$ cat src/rtl/m_dm_access_ctrl.sv
// Memory-stage data-memory access controller: decodes the M-stage load/store into a
// word-aligned bus transaction, stalls until the slave answers, and captures the raw read word.
module m_dm_access_ctrl #(
    parameter int MAX_WAIT = 16
) (
    input  logic        clk,
    input  logic        reset,
    input  logic        Valid,
    input  logic [31:0] Addr,
    input  logic [31:0] WD,
    input  logic [2:0]  DMReadEN,
    input  logic [2:0]  DMWriteEN,
    output logic        m_req,
    output logic        m_wr,
    output logic [31:0] m_addr,
    output logic [3:0]  m_byteen,
    output logic [31:0] m_wdata,
    input  logic        m_ready,
    input  logic [31:0] m_rdata,
    output logic [31:0] DM_RD_raw,
    output logic        Stall,
    output logic        AdEL,
    output logic        AdES,
    output logic        Timeout
);

    localparam int CW = $clog2(MAX_WAIT + 1);

    typedef enum logic [1:0] {
        S_IDLE,
        S_REQ,
        S_DONE
    } state_t;

    state_t        state_q, state_d;
    logic          req_q, req_d;
    logic          wr_q, wr_d;
    logic [31:0]   addr_q, addr_d;
    logic [3:0]    byteen_q, byteen_d;
    logic [31:0]   wdata_q, wdata_d;
    logic [31:0]   raw_q, raw_d;
    logic [CW-1:0] cnt_q, cnt_d;

    logic          isWrite;
    logic [2:0]    code;
    logic          live;
    logic          misaligned;
    logic [3:0]    decByteen;
    logic [31:0]   decWdata;

    // A write request overrides any read enable; only codes 1..3 describe a real access.
    always_comb begin
        isWrite    = (DMWriteEN != 3'd0);
        code       = isWrite ? DMWriteEN : DMReadEN;
        live       = Valid && (code == 3'd1 || code == 3'd2 || code == 3'd3);
        misaligned = ((code == 3'd1) && (Addr[1:0] != 2'b00)) ||
                     ((code == 3'd2) && Addr[0]);
        decByteen  = 4'b0000;
        decWdata   = 32'h0;
        case (code)
            3'd1: begin
                decByteen = 4'b1111;
                decWdata  = WD;
            end
            3'd2: begin
                decByteen = Addr[1] ? 4'b1100 : 4'b0011;
                decWdata  = {2{WD[15:0]}};
            end
            3'd3: begin
                decByteen = 4'b0001 << Addr[1:0];
                decWdata  = {4{WD[7:0]}};
            end
            default: begin
                decByteen = 4'b0000;
                decWdata  = 32'h0;
            end
        endcase
    end

    always_comb begin
        state_d  = state_q;
        req_d    = req_q;
        wr_d     = wr_q;
        addr_d   = addr_q;
        byteen_d = byteen_q;
        wdata_d  = wdata_q;
        raw_d    = raw_q;
        cnt_d    = cnt_q;
        Stall    = 1'b0;
        AdEL     = 1'b0;
        AdES     = 1'b0;
        Timeout  = 1'b0;
        case (state_q)
            S_IDLE: begin
                if (live && misaligned) begin
                    AdEL = !isWrite;
                    AdES = isWrite;
                end else if (live) begin
                    Stall    = 1'b1;
                    req_d    = 1'b1;
                    wr_d     = isWrite;
                    addr_d   = {Addr[31:2], 2'b00};
                    byteen_d = isWrite ? decByteen : 4'b0000;
                    wdata_d  = isWrite ? decWdata : 32'h0;
                    cnt_d    = '0;
                    state_d  = S_REQ;
                end
            end
            S_REQ: begin
                Stall = 1'b1;
                cnt_d = cnt_q + 1'b1;
                // A response in the last allowed cycle still completes normally.
                if (m_ready) begin
                    req_d   = 1'b0;
                    state_d = S_DONE;
                    if (!wr_q) begin
                        raw_d = m_rdata;
                    end
                end else if (cnt_q == CW'(MAX_WAIT - 1)) begin
                    req_d   = 1'b0;
                    Timeout = 1'b1;
                    state_d = S_DONE;
                end
            end
            S_DONE: begin
                cnt_d   = '0;
                state_d = S_IDLE;
            end
            default: begin
                state_d = S_IDLE;
            end
        endcase
    end

    always_ff @(posedge clk or posedge reset) begin
        if (reset) begin
            state_q  <= S_IDLE;
            req_q    <= 1'b0;
            wr_q     <= 1'b0;
            addr_q   <= 32'h0;
            byteen_q <= 4'b0000;
            wdata_q  <= 32'h0;
            raw_q    <= 32'h0;
            cnt_q    <= '0;
        end else begin
            state_q  <= state_d;
            req_q    <= req_d;
            wr_q     <= wr_d;
            addr_q   <= addr_d;
            byteen_q <= byteen_d;
            wdata_q  <= wdata_d;
            raw_q    <= raw_d;
            cnt_q    <= cnt_d;
        end
    end

    assign m_req     = req_q;
    assign m_wr      = wr_q;
    assign m_addr    = addr_q;
    assign m_byteen  = byteen_q;
    assign m_wdata   = wdata_q;
    assign DM_RD_raw = raw_q;

endmodule

$ cat config.mk
export PLATFORM = sky130hd
export DESIGN_NAME = m_dm_access_ctrl
export DESIGN_NICKNAME = d
export VERILOG_FILES = /design/src/rtl/m_dm_access_ctrl.sv
export SDC_FILE = /design/constraint.sdc
export NUM_CORES = 1
export LEC_CHECK = 0
export BUFFER_PORTS_ARGS = -buffer_cell sky130_fd_sc_hd__buf_2
export CAP_MARGIN = 20
export CORE_MARGIN = 1.5
export CORE_UTILIZATION = 35
export DETAILED_ROUTE_END_ITERATION = 16
export PLACE_DENSITY = 0.66
export SYNTH_ARGS = -nofsm -noshare
export SYNTH_HDL_FRONTEND = slang
export SYNTH_SLANG_ARGS = --single-unit
$ cat constraint.sdc
create_clock -name clk -period 10.55 [get_ports clk]
set_input_delay 2.11 -clock clk [delete_from_list [all_inputs] [get_ports clk]]
set_output_delay 2.11 -clock clk [all_outputs]
set_load 0.005 [all_outputs]
# After elaboration in Yosys (flattened, before gate mapping)
# Cells that the tools add are included.
[word_totals]
inputBits = 106
output_inout_bits = 106
register_bits = 107
[op_classes]
addsub = 1
n_eq_ne = 9
shift = 1
reduce_logical = 18
mux = 29
bitwise = 2
[ops]
columns = ["op", "count"]
rows = [
  ["case mux 32 bit (3 select lines)", 1],
  ["two-way mux 32 bit", 1],
  ["case mux 5 bit (3 select lines)", 1],
  ["two-way mux 1 bit", 13],
  ["case mux 4 bit (3 select lines)", 1],
  ["AND reduction 3 bit", 4],
  ["two-way mux 5 bit", 2],
  ["two-way mux 2 bit", 4],
  ["two-way mux 4 bit", 2],
  ["equality test 3 x 2 -> 1 bit (second input constant)", 2],
  ["nonzero test 3 bit", 2],
  ["adder 5 x 1 -> 5 bit (second input constant)", 1],
  ["equality test 5 x 4 -> 1 bit (second input constant)", 1],
  ["logical AND 1 bit", 4],
  ["inequality test 2 bit (second input constant)", 2],
  ["case mux 1 bit (2 select lines)", 2],
  ["case mux 2 bit (2 select lines)", 1],
  ["AND reduction 4 bit", 1],
  ["nonzero test 2 bit", 2],
  ["<< shifter 1 x 2 -> 4 bit (first input constant)", 1],
  ["equality test 3 x 1 -> 1 bit (second input constant)", 1],
  ["logical OR 1 bit", 3],
  ["two-way mux 3 bit", 1],
  ["inequality test 3 bit (second input constant)", 1],
  ["other kinds (5)", 6],
]

# Logic depth before layout (Yosys ltp)
# Gate-level depths: netlist (run 1).
[logic_depth]
ltp_word = 9
ltp_mapped = 7
depth_no_buf = 6

# Least setup slack after synthesis (run 1)
# No wires, ideal clock.
[synth_timing]
path_type = "input to output"
from = "input DMWriteEN[1]"
to = "output Stall"
t_arrival_ns = 3.683
required_time_ns = 8.440
path_slack_ns = 4.757
cell_stages = 7
n_path_buf = 2
cell_sequence = "buf_2 -> nor2_1 -> a211o_1 -> or3_1 -> a211oi_4 -> buf_6 -> nand2b_1"
[synth_via]
elab_chain_len = 9
[synth_lines]
columns = ["item", "line_no", "rtl"]
rows = [
  ["start: declaration", "12", "input logic [2:0] DMWriteEN,"],
  ["nonzero test 3 bit", "53", "isWrite = (DMWriteEN != 3'd0);"],
  ["two-way mux 3 bit *", "54", "code = isWrite ? DMWriteEN : DMReadEN;"],
  ["equality test 3 x 1 -> 1 bit / equality test 3 x 2 -> 1 bit (equally long branches)", "55, 56, 57", ""],
  ["logical OR 1 bit (2 in a row)", "55", "live = Valid && (code == 3'd1 || code == 3'd2 || code == 3'd3);"],
  ["logical AND 1 bit", "55", ""],
  ["two-way mux 1 bit / logical AND 1 bit (equally long branches)", "98, 95", ""],
  ["two-way mux 1 bit *", "95", "if (live && misaligned) begin"],
  ["case mux 1 bit (2 select lines) *", "93", "case (state_q)"],
  ["end: declaration", "21", "output logic Stall,"],
]
# Mark *: on every way between the ends. The rest lies on a longest branch, timed or not.

# Worst setup path in the final report (run 1)
[layout_timing]
from = "input DMWriteEN[0]"
to = "output Stall"
# The elaborated chain is that of the path after synthesis.

==> parameters.txt, run 1 <==
Parameter                              Value

Timing
  Worst slew margin relative to its limit    0.369
  Shortest period the worst path allows    5.93 ns
  Unrepaired setup endpoints after global routing    no
  Pin slew with the least headroom to its limit    0.947 ns
  Final sum of negative setup slack    0 ns
  Final Setup Violations    0
  Endpoints failing hold    0
  Worst clock skew on the final layout    0.00587 ns
  Post-route worst hold slack    0.487 ns
  Final cycle utilization of the critical path    0.562
  Final max-slew violation count    0
  Fmax    0.169 GHz

Synthesis
  Number of enable-type register cells in the synthesized netlist    0
  Proportion of netlist area held by the largest area contributor    0.541
  FF+latch count, synth    107
  Top cell type by total area after synthesis    dfrtp_1
  Netlist area before placement    4950 sq um
  Syn Inst Count    414
  Top post-synthesis cells by area    dfrtp_1, mux2_2, mux2i_1, mux2_1, o21ai_0
  Sequential-to-total area share from yosys stat    0.541
  Count of unique library cells instantiated by Yosys    38
  Async S/R FF share, synth    1.00
  Warnings from Yosys    0
  Flip-flop cell with the highest count after synthesis    dfrtp_1
  Average instance area after synthesis    12.0 sq um

Worst setup path
  Crit Path Max Fanout    29
  Crit. End Element    output port
  Crit-path cells    buf_2 -> nor2_1 -> a211o_1 -> or3_1 -> a211oi_4 -> nand2b_1 -> buf_2
  Critical path arrival    3.82 ns
  Worst path top cell family by delay    simple AND/OR/NAND/NOR gates
  Logic depth of the worst path, buffers included    7
  Worst r2r path cells    4
  Worst stage delay on the critical path    0.39 ns
  Critical register-to-register path startpoint    state_q[0]$_DFFE_PP0P_
  Worst reg2reg endpoint    m_wdata[8]$_DFFE_PP0P_
  Worst Path Buf+Inv    2
  Required time at the endpoint of the critical path    8.44 ns
  Critical path type    primary input to output port
  Startpoint type of the worst setup path    primary input
  Critical path's slowest cell    or3_1
  Flop2flop setup slack    7.94 ns
  Top cell by count, worst path    buf_2
  Worst setup path startpoint    DMWriteEN[0]
  Capturing instance or port of the critical path    Stall

Clock network
  Clock network latency to the later pin of the worst-skew pair    0.35 ns
  Longest Clk Path Bufs    2
  Post-cts repair resize count    0
  TritonCTS clock tree    done
  CTS H-Tree Depth    3
  Clock transition time at the flip-flop clock pins of the worst setup and hold paths    0.07 ns
  Clock sinks    107
  CTS Hold Buffers Added    0
  Clock tree root driver cell    clkbuf_16
  Number of CTS-inserted buffers    9
  Number of buffers inserted to repair setup after CTS    0

Die
  Die Ht    122 um
  Die Footprint    14900 sq um
  Standard cell core area    13800 sq um
  I/O Pins    212
  Row count    43
  Initial standard-cell utilization of the core    0.358
  Horizontal die dimension    122 um

Global routing
  Busiest grt layer    met2
  Vias in the first global route    3928
  Final global-route overflow total    0
  Global Route met3 Usage    0.0632
  Maximum number of pins on one net before global-route repair    74
  Met1 usage    0.210
  Overall Global Routing Usage    0.171
  First-pass GRT wire length    19700 um
  Global Route met2 Usage    0.268
  Number of antenna violations at the first check in global routing    0

Pwr
  Leak    3.12 nW
  Part of the total power dissipated in sequential elements    0.464
  Largest vdd supply drop    124 uV
  Switching share of power    0.292
  Power density over the cells    210 nW/um^2
  Clock network fraction of design power    0.258
  P_sw    0.393 mW
  Total power    1.35 mW
  Combinational fraction of design power    0.278
  Design internal power    0.954 mW

Placement
  DP Area    6100 sq um
  Placer's final routability congestion estimate    0.910
  Detailed placer's ending HPWL    9300 um
  Port Buf Inserts    209

Drt
  Post-DRT Antenna Nets    0
  Number of iterations in the first detailed-routing pass    4
  Routed WL per cell    15.9 um
  DRC violations left    0
  First DRT Iteration DRCs    142
  Via count normalized by instance count    4.86
  Number of vias after detailed routing    3860
  Aggregate routed wire length    12600 um

Finish
  Fillers    1311
  Antenna diodes    0
  Share of cells above drive strength 1    0.515
  Multi-input gate area in the final layout    2040 sq um
  Post-layout net count    718
  Layout area overhead    29.3%
  Footprint of the flip-flops and latches    2680 sq um
  Final cell area excluding filler cells    6400 sq um

Min path
  Path category of the worst min-delay check    register to register

Run status
  Run status    finished clean

Run
  Max cap viols    0
[cell usage after synthesis, types with 2 or more instances]
library cell,instances
nor3b_1,7
and2_1,6
buf_4,3
mux2_2,82
a31oi_1,2
dfrtp_1,107
inv_1,20
mux2i_1,11
mux2_1,9
o21ai_0,20
nand2_1,24
nor2_1,18
or3_1,2
clkbuf_1,19
a21oi_1,16
a211oi_1,2
ha_1,2
nand3_1,2
o21a_1,6
nor3_1,5
a22oi_1,11
or3b_2,3
o41ai_1,2
nor2b_1,12
o21bai_1,2
buf_6,6
nand2b_1,4
[worst min-delay path by stage]
stage | startpoint | cells after the start | slack [ns] | end
3_3_place_gp | m_addr[31]$_DFFE_PP0P_ | 1 | 0.46 | m_addr[31]$_DFFE_PP0P_
3_5_place_dp | m_addr[31]$_DFFE_PP0P_ | 1 | 0.47 | m_addr[31]$_DFFE_PP0P_
6_report | m_addr[31]$_DFFE_PP0P_ | 1 | 0.49 | m_addr[31]$_DFFE_PP0P_
2_1_floorplan | m_addr[31]$_DFFE_PP0P_ | 1 | 0.48 | m_addr[31]$_DFFE_PP0P_
4_1_cts | m_addr[31]$_DFFE_PP0P_ | 1 | 0.49 | m_addr[31]$_DFFE_PP0P_
5_1_grt | m_wdata[22]$_DFFE_PP0P_ | 1 | 0.53 | m_wdata[22]$_DFFE_PP0P_
[per-layer routing]
layer / vias to the layer above / wire [um]
met1: 1862 / 5180
met4: 0 / 335
met5: - / 0
met2: 145 / 6090
li1: 1832 / -
met3: 21 / 1030
[power groups by stage]
| stage | Combinational (mW) | Sequential [mW] | Clock (mW) |
|---|---|---|---|
| 6_report | 0.374 | 0.625 | 0.348 |
| 5_1_grt | 0.416 | 0.645 | 0.374 |
| 4_1_cts | 0.382 | 0.627 | 0.360 |
| 3_5_place_dp | 0.382 | 0.631 | 0 |
| 3_3_place_gp | 0.372 | 0.625 | 0 |
| 2_1_floorplan | 0.174 | 0.637 | 0 |
[registers in the layout, summed over array words and instances, names as in the netlist]
register   flops
DM_RD_raw     32
cnt_q          5
m_addr        30
m_byteen       4
m_req          1
m_wdata       32
m_wr           1
state_q        2
[logic make-up (layout without fill, tap and decap cells)]
group,Yosys count,count (layout),synth area share
buffers and inverters,49,249,0.0488
and+or+nand+nor,88,88,0.0920
muxes,102,102,0.229
DFF,107,107,0.541
adders and majority gates,2,2,0.00505
other,1,2,0.000758
AOI/OAI and AO/OA,65,65,0.0832
[layout make-up]
cell class	count	share of cell area
multi-input combinational	259	0.319
timing repair buffer	213	0.168
tap	180	0.0352
sequential	107	0.418
clock buffer	10	0.0358
clock inverter	6	0.0115
inverter	20	0.0121
[per-stage QoR]
stage                     setup slack (ns)  utilization  std cells
after floorplan                       4.76            -        415
after global placement                4.68        0.441        779
after detailed placement              4.63        0.441        779
after CTS                             4.61        0.463        795
after global routing                  4.45        0.463        795
final                                 4.62        0.463        795
[cells in the final DEF, fill, tap and decap left out, types with 2 or more instances in the layout]
master / n
buf_2: 209
dfrtp_1: 107
mux2_2: 82
nand2_1: 24
o21ai_0: 20
inv_1: 19
nor2_1: 18
a21oi_1: 16
nor2b_1: 12
a22oi_1: 11
mux2i_1: 11
mux2_1: 9
clkbuf_16: 9
nor3b_1: 6
o21a_1: 6
and2_1: 6
nor3_1: 5
nand2b_1: 4
buf_4: 4
or3b_2: 3
o21bai_1: 2
or3_1: 2
a211oi_1: 2
nand3_1: 2
a31oi_1: 2
o41ai_1: 2
ha_1: 2
conb_1: 2
clkinvlp_4: 2
Power figures use the tool's default switching activity.
==> run 2: changes to the inputs <==
- ABC_AREA: not set -> 1
- PLACE_DENSITY: 0.66 -> 0.69
- clock period: 10.55 -> 5 ns (I/O delays scaled with it)
==> run 2 against run 1 <==
Compared with the run above:
- synthesized area shrank 5.1%
- power grew 110%
- clock skew grew 0.0022 ns
- critical path depth grew 4
- die area shrank 5.0%
- worst hold slack lost 0.023 ns
- count of clock-buffer cells in the layout grew 1
- register-to-register slack lost 5.0 ns
- core utilization grew 0.40 points
- combinational power grew 120%
- flip-flop and latch count is the same
- clock power grew 100%
==> parameters.txt, run 2 <==
Parameter                              Value

Run status
  Run status    finished clean

Drt
  DRC violations left    0
  Aggregate routed wire length    12500 um
  Routed WL per cell    13.7 um
  Post-DRT Antenna Nets    0
  Number of iterations in the first detailed-routing pass    4
  First DRT Iteration DRCs    202
  Number of vias after detailed routing    4227
  Via count normalized by instance count    4.63

Clock network
  Clock network latency to the later pin of the worst-skew pair    0.34 ns
  Number of CTS-inserted buffers    9
  Clock sinks    107
  Number of buffers inserted to repair setup after CTS    0
  CTS Hold Buffers Added    0
  Clock transition time at the flip-flop clock pins of the worst setup and hold paths    0.06 ns
  Longest Clk Path Bufs    2
  Post-cts repair resize count    0
  Clock tree root driver cell    clkbuf_16
  CTS H-Tree Depth    3
  TritonCTS clock tree    done

Min path
  Worst Min Path Start    m_addr[3]$_DFFE_PP0P_
  Path category of the worst min-delay check    register to register
  Endpoint with the worst hold slack    m_addr[3]$_DFFE_PP0P_
  Cells on Worst Hold Path    2

Timing
  Min setup slack post-route    1.16 ns
  Final cycle utilization of the critical path    0.768
  Final Setup Violations    0
  Worst slew margin relative to its limit    0.399
  Unrepaired setup endpoints after global routing    no
  Fmax    0.260 GHz
  Final max-slew violation count    0
  Shortest period the worst path allows    3.84 ns
  Pin slew with the least headroom to its limit    0.901 ns
  Worst clock skew on the final layout    0.00802 ns
  Final sum of negative setup slack    0 ns
  Post-route worst hold slack    0.465 ns
  Endpoints failing hold    0

Synthesis
  Top post-synthesis cells by area    dfrtp_1, nand2_1, mux2_2, nand3_1, nor2_1
  Count leader, synth    nand2_1
  Main combinational cell family by area after synthesis    simple AND/OR/NAND/NOR gates
  Netlist area before placement    4700 sq um
  Mux share of post-synthesis cell area    0.0767
  Area fraction in compound gates after synthesis    0.0248
  Warnings from Yosys    0
  FF+latch count, synth    107
  Post-synthesis share of cell area spent on and, or, nand and nor gates    0.279
  Syn Inst Count    528
  Sequential-to-total area share from yosys stat    0.570
  Count of unique library cells instantiated by Yosys    25
  Proportion of netlist area held by the largest area contributor    0.570
  Cell types with the highest counts after synthesis    nand2_1, dfrtp_1, nand3_1
  Xor/xnor share of the synthesized area    0
  Async S/R FF share, synth    1.00
  Number of enable-type register cells in the synthesized netlist    0
  Average instance area after synthesis    8.89 sq um
  Top cell type by total area after synthesis    dfrtp_1
  Flip-flop cell with the highest count after synthesis    dfrtp_1
  Arithmetic-cell share of the synthesized area counting full adders, half adders and majority gates    0.00533

Worst setup path
  Crit. End Element    output port
  Worst setup path startpoint    DMWriteEN[0]
  Critical path's slowest cell    nor2_1
  Crit Path Max Fanout    11
  Worst stage delay on the critical path    0.59 ns
  Flop2flop setup slack    2.91 ns
  Worst r2r path cells    6
  Required time at the endpoint of the critical path    4.00 ns
  Critical path type    primary input to output port
  Worst reg2reg endpoint    m_wdata[7]$_DFFE_PP0P_
  Top cell by count, worst path    nand2_1
  Startpoint type of the worst setup path    primary input
  Critical path arrival    2.84 ns
  Crit-path cells    buf_2 -> nor2_1 -> nand2_1 -> nand2_1 -> nand2_1 -> nor2_1 -> nand2_1 -> nand2_1 -> nand2_1 -> nor2_1 -> buf_2
  Critical register-to-register path startpoint    state_q[1]$_DFFE_PP0P_

Die
  Standard cell core area    13200 sq um
  I/O Pins    212
  Die Footprint    14100 sq um
  Horizontal die dimension    119 um
  Die Ht    119 um
  Row count    42
  Initial standard-cell utilization of the core    0.356

Finish
  Share of cells above drive strength 1    0.368
  Fraction of the core area covered by cells at the end of the flow    0.467
  Most frequent standard cell in the layout excluding fill and tap cells    nand2_1
  Fillers    1313
  Layout area overhead    31.1%
  Post-layout net count    839
  Antenna diodes    0
  Most used cells in the layout excluding fill and tap cells    nand2_1, buf_2, dfrtp_1

Global routing
  Maximum number of pins on one net before global-route repair    75
  Final global-route overflow total    0
  Number of antenna violations at the first check in global routing    0
  Overall Global Routing Usage    0.180
  Vias in the first global route    3986
  First-pass GRT wire length    20200 um

Placement
  Port Buf Inserts    209
  Placer's final routability congestion estimate    0.887
  Worst slack, placed    1.18 ns
  Detailed placer's ending HPWL    9050 um

Pwr
  Leak    3.50 nW
  Largest vdd supply drop    157 uV
  Power density over the cells    462 nW/um^2
  Total power    2.85 mW

Run
  Max cap viols    0
==> run 2: cell count changes in the layout (fill, tap and decap cells not counted), sizes merged, moves of 5 or more <==
cell   previous run  this run
a21oi            16        11
a22oi            11         0
and2              6         0
inv              22        16
mux2             91        32
mux2i            11         0
nand2            24       252
nand3             2        48
nor2b            12         0
nor3b             7         0
o21a              6         0
o21ai            20        10
==> run 2: logic make-up (layout without fill, tap and decap cells) <==
logic type | count (synthesis) | in the layout
simple gates | 324 | 324
other cells | 1 | 2
buf+inv | 40 | 247
flops | 107 | 107
mux | 32 | 32
fa+ha+maj | 2 | 2
compound gates | 22 | 22
==> run 2: worst max-delay path by stage <==
stage	to
6_report	AdEL
2_1_floorplan	DM_RD_raw[0]$_DFFE_PP0P_
4_1_cts	AdES
3_3_place_gp	AdEL
3_5_place_dp	AdEL
5_1_grt	AdES
==> run 2: metrics by stage <==
step,area (sq um),cells
2_1_floorplan,4700,529
5_1_grt,6160,912
3_3_place_gp,5870,896
3_5_place_dp,5870,896
4_1_cts,6160,912
6_report,6160,912
==> run 2: power breakdown <==
part | switching, mW | leakage [nW] | internal [mW]
clock | 0.312 | 0.143 | 0.388
sequential | 0.151 | 1.36 | 1.17
combinational | 0.405 | 2.00 | 0.419
==> run 2: per-layer routing <==
metal | track usage | wire, um
met3 | 0.0335 | 728
met4 | 0.0776 | 322
met2 | 0.290 | 5920
met5 | 0 | 0
met1 | 0.237 | 5490
==> run 2: critical path: cells and delay by family <==
family	cells	cell delay, ns
buffers and inverters	2	0.26
and+or+nand+nor	9	1.57
==> run 2: cell type report <==
type / count / area, sq um / share of cell area
multi-input combinational: 382 / 1820 / 0.295
inverter: 16 / 62.6 / 0.0102
clock buffer: 11 / 233 / 0.0378
tap: 176 / 220 / 0.0358
sequential: 107 / 2680 / 0.435
timing repair buffer: 215 / 1090 / 0.177
clock inverter: 5 / 53.8 / 0.00874
